File: config.mk
export PLATFORM = sky130hd
export DESIGN_NAME = memory_arbiter_flat
export DESIGN_NICKNAME = d
export VERILOG_FILES = /design/src/rtl/memory_arbiter_pkg.sv /design/src/rtl/memory_arbiter_if.sv /design/src/rtl/memory_arbiter_rr_arbiter2.sv /design/src/rtl/memory_arbiter.sv /design/src/flat_wrapper.sv
export SDC_FILE = /design/constraint.sdc
export NUM_CORES = 1
export LEC_CHECK = 0
export CAP_MARGIN = 10
export CORE_MARGIN = 5
export CORE_UTILIZATION = 37
export DETAILED_ROUTE_END_ITERATION = 6
export PLACE_DENSITY = 0.77
export SYNTH_ARGS = -nofsm -noshare
export SYNTH_HDL_FRONTEND = slang
export SYNTH_SLANG_ARGS = --single-unit
File: constraint.sdc
create_clock -name clk -period 1.5 [get_ports clk]
set_clock_uncertainty 0.05 [all_clocks]
set_input_delay 0.15 -clock clk [delete_from_list [all_inputs] [get_ports clk]]
set_output_delay 0.15 -clock clk [all_outputs]
set_load 0.005 [all_outputs]
File: src/rtl/memory_arbiter_pkg.sv
// Shared types and constants for the two-port memory arbiter.
package memory_arbiter_pkg;

  // Addresses below this boundary are ROM (read-only); at and above it is RAM.
  localparam logic [31:0] ROM_RAM_SEPARATOR = 32'h1000_0000;

  typedef enum logic [1:0] {
    IDLE   = 2'd0,
    ACCESS = 2'd1,
    RESP   = 2'd2
  } state_t;

  typedef enum logic {
    OWN_IFETCH = 1'b0,
    OWN_DATA   = 1'b1
  } owner_t;

  // A word access is legal when aligned and not a store into the ROM region.
  function automatic logic access_legal(input logic [1:0] addr_lsb,
                                        input logic       we,
                                        input logic       below_sep);
    return (addr_lsb == 2'b00) && !(we && below_sep);
  endfunction

endpackage

File: src/rtl/memory_arbiter_if.sv
// Requester and memory-side signals of the arbiter.
//
// Handshake: a requester raises req with addr/wdata/we and holds them stable
// until gnt is seen high in the same cycle; the transfer is accepted on that
// clock edge. Exactly two cycles later valid pulses for one cycle with rdata
// and err; rdata/err then hold until the next response of the same port.
// req may be raised again in the cycle following valid.
interface memory_arbiter_if #(
  parameter int DATA_WIDTH = 32
);
  logic                  ifetch_req_i;
  logic [DATA_WIDTH-1:0] ifetch_addr_i;
  logic                  ifetch_gnt_o;
  logic                  ifetch_valid_o;
  logic [DATA_WIDTH-1:0] ifetch_rdata_o;
  logic                  ifetch_err_o;

  logic                  data_req_i;
  logic                  data_we_i;
  logic [DATA_WIDTH-1:0] data_addr_i;
  logic [DATA_WIDTH-1:0] data_wdata_i;
  logic                  data_gnt_o;
  logic                  data_valid_o;
  logic [DATA_WIDTH-1:0] data_rdata_o;
  logic                  data_err_o;

  logic                  mem_we_o;
  logic [DATA_WIDTH-1:0] mem_addr_o;
  logic [DATA_WIDTH-1:0] mem_wdata_o;
  logic [DATA_WIDTH-1:0] mem_rdata_i;

  // Arbiter side.
  modport slave (
    input  ifetch_req_i, ifetch_addr_i,
    output ifetch_gnt_o, ifetch_valid_o, ifetch_rdata_o, ifetch_err_o,
    input  data_req_i, data_we_i, data_addr_i, data_wdata_i,
    output data_gnt_o, data_valid_o, data_rdata_o, data_err_o,
    output mem_we_o, mem_addr_o, mem_wdata_o,
    input  mem_rdata_i
  );

  // Requesters plus memory system side.
  modport master (
    output ifetch_req_i, ifetch_addr_i,
    input  ifetch_gnt_o, ifetch_valid_o, ifetch_rdata_o, ifetch_err_o,
    output data_req_i, data_we_i, data_addr_i, data_wdata_i,
    input  data_gnt_o, data_valid_o, data_rdata_o, data_err_o,
    input  mem_we_o, mem_addr_o, mem_wdata_o,
    output mem_rdata_i
  );
endinterface

File: src/rtl/memory_arbiter_rr_arbiter2.sv
// Two-way round-robin arbiter: on a tie the requester that did not win last
// is granted. req[0]/gnt[0] is ifetch, req[1]/gnt[1] is data.
module rr_arbiter2 (
  input  logic       clk,
  input  logic       reset,
  input  logic       en,
  input  logic [1:0] req,
  output logic [1:0] gnt
);

  // 1 when req[1] won the most recent grant; reset value favours req[1] next.
  logic last_one;

  // One-hot grant, only while enabled.
  always_comb begin
    gnt = 2'b00;
    if (en) begin
      if (req[0] && req[1]) begin
        gnt = last_one ? 2'b01 : 2'b10;
      end else if (req[0]) begin
        gnt = 2'b01;
      end else if (req[1]) begin
        gnt = 2'b10;
      end
    end
  end

  // Pointer moves only when a grant is actually issued.
  always_ff @(posedge clk or negedge reset) begin
    if (!reset) begin
      last_one <= 1'b0;
    end else if (|gnt) begin
      last_one <= gnt[1];
    end
  end

endmodule

File: src/rtl/memory_arbiter.sv
// Shares a single-port ROM/RAM between instruction fetch and data ports.
// Every access is a fixed IDLE -> ACCESS -> RESP sequence; illegal data
// accesses never write memory and return err with zero data.
module memory_arbiter
  import memory_arbiter_pkg::*;
#(
  parameter int                    DATA_WIDTH = 32,
  parameter logic [DATA_WIDTH-1:0] SEPARATOR  = ROM_RAM_SEPARATOR
) (
  input  logic                    clk,
  input  logic                    reset,
  memory_arbiter_if.slave         bus,
  output state_t                  dbg_state
);

  state_t                state;
  state_t                state_next;
  owner_t                owner_q;
  logic [DATA_WIDTH-1:0] addr_q;
  logic [DATA_WIDTH-1:0] wdata_q;
  logic                  we_q;
  logic [DATA_WIDTH-1:0] ifetch_rdata_q;
  logic [DATA_WIDTH-1:0] data_rdata_q;
  logic                  ifetch_err_q;
  logic                  data_err_q;
  logic                  arb_en;
  logic [1:0]            gnt;
  logic                  legal;

  // Grants only in IDLE; also forced low while reset is asserted.
  assign arb_en = (state == IDLE) && reset;

  rr_arbiter2 u_rr (
    .clk   (clk),
    .reset (reset),
    .en    (arb_en),
    .req   ({bus.data_req_i, bus.ifetch_req_i}),
    .gnt   (gnt)
  );

  assign legal = access_legal(addr_q[1:0], we_q, (addr_q < SEPARATOR));

  // State register.
  always_ff @(posedge clk or negedge reset) begin
    if (!reset) begin
      state <= IDLE;
    end else begin
      state <= state_next;
    end
  end

  // Next-state: fixed three-cycle sequence once a grant is issued.
  always_comb begin
    state_next = state;
    unique case (state)
      IDLE:    if (|gnt) state_next = ACCESS;
      ACCESS:  state_next = RESP;
      RESP:    state_next = IDLE;
      default: state_next = IDLE;
    endcase
  end

  // Latch the winning request on the granting edge.
  always_ff @(posedge clk or negedge reset) begin
    if (!reset) begin
      owner_q <= OWN_IFETCH;
      addr_q  <= '0;
      we_q    <= 1'b0;
      wdata_q <= '0;
    end else if ((state == IDLE) && (|gnt)) begin
      if (gnt[1]) begin
        owner_q <= OWN_DATA;
        addr_q  <= bus.data_addr_i;
        we_q    <= bus.data_we_i;
        wdata_q <= bus.data_wdata_i;
      end else begin
        owner_q <= OWN_IFETCH;
        addr_q  <= bus.ifetch_addr_i;
        we_q    <= 1'b0;
        wdata_q <= '0;
      end
    end
  end

  // Capture read data and legality at the end of ACCESS into the owner's port.
  always_ff @(posedge clk or negedge reset) begin
    if (!reset) begin
      ifetch_rdata_q <= '0;
      ifetch_err_q   <= 1'b0;
      data_rdata_q   <= '0;
      data_err_q     <= 1'b0;
    end else if (state == ACCESS) begin
      if (owner_q == OWN_DATA) begin
        data_rdata_q <= legal ? bus.mem_rdata_i : '0;
        data_err_q   <= !legal;
      end else begin
        ifetch_rdata_q <= legal ? bus.mem_rdata_i : '0;
        ifetch_err_q   <= !legal;
      end
    end
  end

  assign bus.ifetch_gnt_o   = gnt[0];
  assign bus.data_gnt_o     = gnt[1];
  assign bus.ifetch_valid_o = (state == RESP) && (owner_q == OWN_IFETCH);
  assign bus.data_valid_o   = (state == RESP) && (owner_q == OWN_DATA);
  assign bus.ifetch_rdata_o = ifetch_rdata_q;
  assign bus.ifetch_err_o   = ifetch_err_q;
  assign bus.data_rdata_o   = data_rdata_q;
  assign bus.data_err_o     = data_err_q;

  assign bus.mem_we_o    = (state == ACCESS) && we_q && legal;
  assign bus.mem_addr_o  = addr_q;
  assign bus.mem_wdata_o = wdata_q;

  assign dbg_state = state;

endmodule

File: src/flat_wrapper.sv
// flat-port wrapper written by rule: the top's interface ports become plain ports
module memory_arbiter_flat import memory_arbiter_pkg::*;
#(
  parameter int                    DATA_WIDTH = 32,
  parameter logic [DATA_WIDTH-1:0] SEPARATOR  = ROM_RAM_SEPARATOR
)
  (clk, reset, dbg_state, bus_ifetch_req_i, bus_ifetch_addr_i, bus_ifetch_gnt_o, bus_ifetch_valid_o, bus_ifetch_rdata_o, bus_ifetch_err_o, bus_data_req_i, bus_data_we_i, bus_data_addr_i, bus_data_wdata_i, bus_data_gnt_o, bus_data_valid_o, bus_data_rdata_o, bus_data_err_o, bus_mem_we_o, bus_mem_addr_o, bus_mem_wdata_o, bus_mem_rdata_i);
  memory_arbiter_if #(.DATA_WIDTH(DATA_WIDTH)) bus_i ();
  input  logic clk;
  input  logic reset;
  output state_t dbg_state;
  input wire logic [$bits(bus_i.ifetch_req_i)-1:0] bus_ifetch_req_i;
  input wire logic [$bits(bus_i.ifetch_addr_i)-1:0] bus_ifetch_addr_i;
  output wire logic [$bits(bus_i.ifetch_gnt_o)-1:0] bus_ifetch_gnt_o;
  output wire logic [$bits(bus_i.ifetch_valid_o)-1:0] bus_ifetch_valid_o;
  output wire logic [$bits(bus_i.ifetch_rdata_o)-1:0] bus_ifetch_rdata_o;
  output wire logic [$bits(bus_i.ifetch_err_o)-1:0] bus_ifetch_err_o;
  input wire logic [$bits(bus_i.data_req_i)-1:0] bus_data_req_i;
  input wire logic [$bits(bus_i.data_we_i)-1:0] bus_data_we_i;
  input wire logic [$bits(bus_i.data_addr_i)-1:0] bus_data_addr_i;
  input wire logic [$bits(bus_i.data_wdata_i)-1:0] bus_data_wdata_i;
  output wire logic [$bits(bus_i.data_gnt_o)-1:0] bus_data_gnt_o;
  output wire logic [$bits(bus_i.data_valid_o)-1:0] bus_data_valid_o;
  output wire logic [$bits(bus_i.data_rdata_o)-1:0] bus_data_rdata_o;
  output wire logic [$bits(bus_i.data_err_o)-1:0] bus_data_err_o;
  output wire logic [$bits(bus_i.mem_we_o)-1:0] bus_mem_we_o;
  output wire logic [$bits(bus_i.mem_addr_o)-1:0] bus_mem_addr_o;
  output wire logic [$bits(bus_i.mem_wdata_o)-1:0] bus_mem_wdata_o;
  input wire logic [$bits(bus_i.mem_rdata_i)-1:0] bus_mem_rdata_i;
  assign bus_i.ifetch_req_i = bus_ifetch_req_i;
  assign bus_i.ifetch_addr_i = bus_ifetch_addr_i;
  assign bus_ifetch_gnt_o = bus_i.ifetch_gnt_o;
  assign bus_ifetch_valid_o = bus_i.ifetch_valid_o;
  assign bus_ifetch_rdata_o = bus_i.ifetch_rdata_o;
  assign bus_ifetch_err_o = bus_i.ifetch_err_o;
  assign bus_i.data_req_i = bus_data_req_i;
  assign bus_i.data_we_i = bus_data_we_i;
  assign bus_i.data_addr_i = bus_data_addr_i;
  assign bus_i.data_wdata_i = bus_data_wdata_i;
  assign bus_data_gnt_o = bus_i.data_gnt_o;
  assign bus_data_valid_o = bus_i.data_valid_o;
  assign bus_data_rdata_o = bus_i.data_rdata_o;
  assign bus_data_err_o = bus_i.data_err_o;
  assign bus_mem_we_o = bus_i.mem_we_o;
  assign bus_mem_addr_o = bus_i.mem_addr_o;
  assign bus_mem_wdata_o = bus_i.mem_wdata_o;
  assign bus_i.mem_rdata_i = bus_mem_rdata_i;
  memory_arbiter #(.DATA_WIDTH(DATA_WIDTH), .SEPARATOR(SEPARATOR)) u_core (.clk(clk), .reset(reset), .bus(bus_i), .dbg_state(dbg_state));
endmodule
==> results_dict.tcl <==
set metrics [dict create \
    status "finished, violations left" \
    failed_checks "setup timing" \
    timing.hold.worst_path_depth 3 \
    initial_utilization 0.372 \
    report.final.slew_viol_count 0 \
    layout.nets 1010 \
    fin_crit_sh 1.13 \
    peakVddDrop_mv 0.853 \
    layout-drive-gt1-share 0.338 \
    totalNegativeSetupSlack_ps -10320 \
    n_antenna_cell 0 \
    port_buffers 269 \
    fmaxAchievable_mhz 588 \
    clk_pin_slew_ps 60 \
    pwr_density_cell_nw_per_um2 1310 \
    cap_viol_max_count 0 \
    dp.cells 975 \
    layout_setup_ws_ps -202 \
    static-leakage-power_nw 5.88 \
    setup_violations 137 \
    fin_area_um2 11200 \
    detailedRoute.firstPassIterationCount 4 \
    timing.slew.headroom 0.531 \
    clock_tree.root_cell "clkbuf_16" \
    cts-buffers-inserted 17 \
    detail_route.vias_per_cell 5.68 \
    row_count 45 \
    post_drt_wl_per_cell_um 23.7 \
    worstPathBufferInverterCount 1 \
    synthDistinctLibCells 31 \
    ff_latch_area_um2 3380 \
    timing_worst_slew_pin_value_ps 704 \
    slowest_stage "dfrtp_1" \
    finalCriticalPeriod_ps 1700 \
    fill_cells 901 \
    totalWireLength_mm 25.5 \
    die_area_um2 17700 \
    post-route-util 0.747 \
    cp-end-kind "output port" \
    postSynthRegisterBits 135 \
    synth_fp_nets 667 \
    grt_pass1_wl_mm 33.9 \
    worst_setup_path_type "reg2out" \
    reg2reg_depth 7 \
    ys.warnings.count 0 \
    clkSinkCount 135 \
    synth.top_cell.area_share 0.604 \
    grt_start_max_net_pins 136 \
    worst_setup_endpoint "bus_mem_we_o" \
    htree_levels 4 \
    first_global_vias 6057 \
    synth_top_cell_by_area "dfrtp_1" \
    die_w_um 133 \
    worst_setup_path_startpoint "u_core.bus.mem_addr_o[31]$_DFFE_PN0P_" \
    ioPinCount 270 \
    antenna_found_initial 0 \
    design_power_total_mw 14.8 \
    dpl.hpwl_mm 13.2 \
    area.growth.synth_to_final_pct 101 \
    final_antenna_net_count 0 \
    finalWeightedCongestion 0.867 \
    hp-class "in2reg" \
    gr-usage-all-layers 0.243 \
    synth_area_per_cell_um2 10.5 \
    synth_cells 534 \
    timing.critical_path.depth 4 \
    clock_tree.buffer_depth 2 \
    design.core.area_um2 15000 \
    global_route.overflow_total 0 \
    cp-start-kind "flip-flop" \
    via_count 6114 \
    crit_fanout 2 \
    hold_viol_final 0 \
    regToRegSetupSlack_ps -180 \
    grt_setup_unrepaired "true" \
    floorplan.die.height_um 133 \
    clock_latency_ps 410 \
    critical_path_arrival_ps 1500 \
    tritoncts_clock_tree "built" \
    timing.critical_path.cells "nor4_2, a211o_2, nor2_2, buf_2" \
    detail_route.iter0.violations 425 \
    synthTopCellsByArea "dfrtp_1, nand2_1, a22o_1" \
    crit-reg2reg-capture "u_core.bus.ifetch_rdata_o[24]$_DFFE_PN0P_" \
    place_area_um2 8640 \
    multi_input_comb_area_um2 2810 \
    layoutNonFillerInstCount 1076 \
    largest_delay_share_family_worst_path "flip-flops" \
    timing.rr.start "u_core.dbg_state[0]$_DFFE_PN0P_" \
    proportion_of_synthesized_chip_area_in_sequential_cells 0.604 \
    cp.required_ps 1300 \
    critical_path.max_stage_delay_ps 390 \
    drt_drc_violations_left 0 \
    syn_area_um2 5600 \
]
-- cell usage after synthesis (all sizes together) --
master / count
mux2: 2
a21o: 1
nand3: 32
a31oi: 33
nor3b: 3
o21ai: 65
and3b: 2
a21bo: 1
dfrtp: 135
clkbuf: 28
nor2b: 1
a22o: 33
or3b: 2
buf: 23
a21boi: 1
nor2: 3
a211o: 1
nand2: 99
o2bb2ai: 32
nor4: 1
or2: 1
a21oi: 33
inv: 2
-- layer usage --
metal | GRT usage | vias up | part of all wire
met5 | 0 | - | 0
met4 | 0.0727 | 0 | 0.039
met3 | 0.0768 | 84 | 0.085
met2 | 0.418 | 375 | 0.51
met1 | 0.293 | 3029 | 0.36
li1 | - | 2626 | -
-- report_power, final --
| group | switching [mW] | internal [mW] |
|---|---|---|
| Combinational | 2.35 | 3.14 |
| Sequential | 0.644 | 4.49 |
| Clock | 1.56 | 2.57 |
-- area by class of cell --
cell class,count,share of cell area
Clock buffer,23,0.0426
Clock inverter,7,0.00847
Inverter,2,0.00134
Multi-Input combinational cell,346,0.251
Sequential cell,135,0.301
Tap cell,188,0.0210
Timing Repair Buffer,375,0.375
-- tightest hold or removal path, delay by kind of cell --
family                 cells  cell delay (ps)
AO/OA/AOI/OAI              2              130
buffers and inverters      1              410
-- what timing repair did --
item / CTS / global route
cloned: 14 / 7
setup endpoints to repair: 168 / 216
gates resized for setup: 199 / 233
endpoints found under the hold margin: 135 / 0
buffers inserted: 18 / 34
pin swaps: 39 / 70
hold buffers: 1 / 0
-- placed cells by master (no fill, tap or decap), types with 2 or more instances in the layout --
cell / netlist / final
o2bb2ai_1: 32 / 8
a21oi_1: 33 / 32
clkbuf_1: 28 / 3
buf_4: 1 / 55
dlymetal6s2s_1: 0 / 69
nand2_1: 98 / 32
or3b_4: 0 / 2
o21ai_1: 16 / 15
clkdlybuf4s50_1: 0 / 144
dlygate4sd2_1: 0 / 47
buf_12: 0 / 16
dfrtp_1: 135 / 134
buf_8: 0 / 5
clkinv_2: 0 / 2
a22o_1: 33 / 33
buf_16: 0 / 12
o2bb2ai_4: 0 / 2
o21ai_2: 0 / 49
bufinv_16: 0 / 2
o2bb2ai_2: 0 / 22
clkbuf_16: 0 / 23
nor2_2: 0 / 2
nand2_2: 1 / 15
nand3_1: 32 / 32
nand2_4: 0 / 52
buf_6: 3 / 15
a31oi_1: 33 / 33
buf_2: 18 / 4
clkbuf_8: 0 / 3
nor3b_4: 0 / 3
-- cells by family (layout without fill, tap and decap cells) --
family | Yosys count | in the layout | synth area share
AND/OR/NAND/NOR | 144 | 144 | 0.116
buffers and inverters | 53 | 407 | 0.0443
AO/OA/AOI/OAI | 200 | 200 | 0.232
flip-flops | 135 | 135 | 0.604
multiplexers | 2 | 2 | 0.00402
-- flip-flops by register name, indices dropped and copies added (netlist names) --
signal,flops
u_core.bus.ifetch_err_o,1
u_core.bus.data_rdata_o,32
u_core.owner_q,1
u_core.bus.mem_wdata_o,32
u_core.we_q,1
u_core.bus.ifetch_rdata_o,32
u_core.dbg_state,2
u_core.u_rr.last_one,1
u_core.bus.mem_addr_o,32
u_core.bus.data_err_o,1
-- per-stage QoR --
step / setup slack (ps) / hold slack (ps)
floorplan: -8.09 / -196
global placement: -298 / 377
detailed placement: -331 / 395
CTS: -207 / 246
global route: -247 / 270
finish: -202 / 270
-- how the worst min path moves through the flow --
stage,startpoint,to,slack (ps)
floorplan,reset,u_core.bus.data_err_o$_DFFE_PN0P_,-200
global placement,reset,u_core.bus.mem_addr_o[2]$_DFFE_PN0P_,380
detailed placement,reset,u_core.bus.mem_addr_o[23]$_DFFE_PN0P_,400
CTS,bus_mem_rdata_i[30],u_core.bus.ifetch_rdata_o[30]$_DFFE_PN0P_,250
global route,bus_ifetch_addr_i[14],u_core.bus.mem_addr_o[14]$_DFFE_PN0P_,270
finish,bus_ifetch_addr_i[28],u_core.bus.mem_addr_o[28]$_DFFE_PN0P_,270
(Power assumes the default switching activity.)
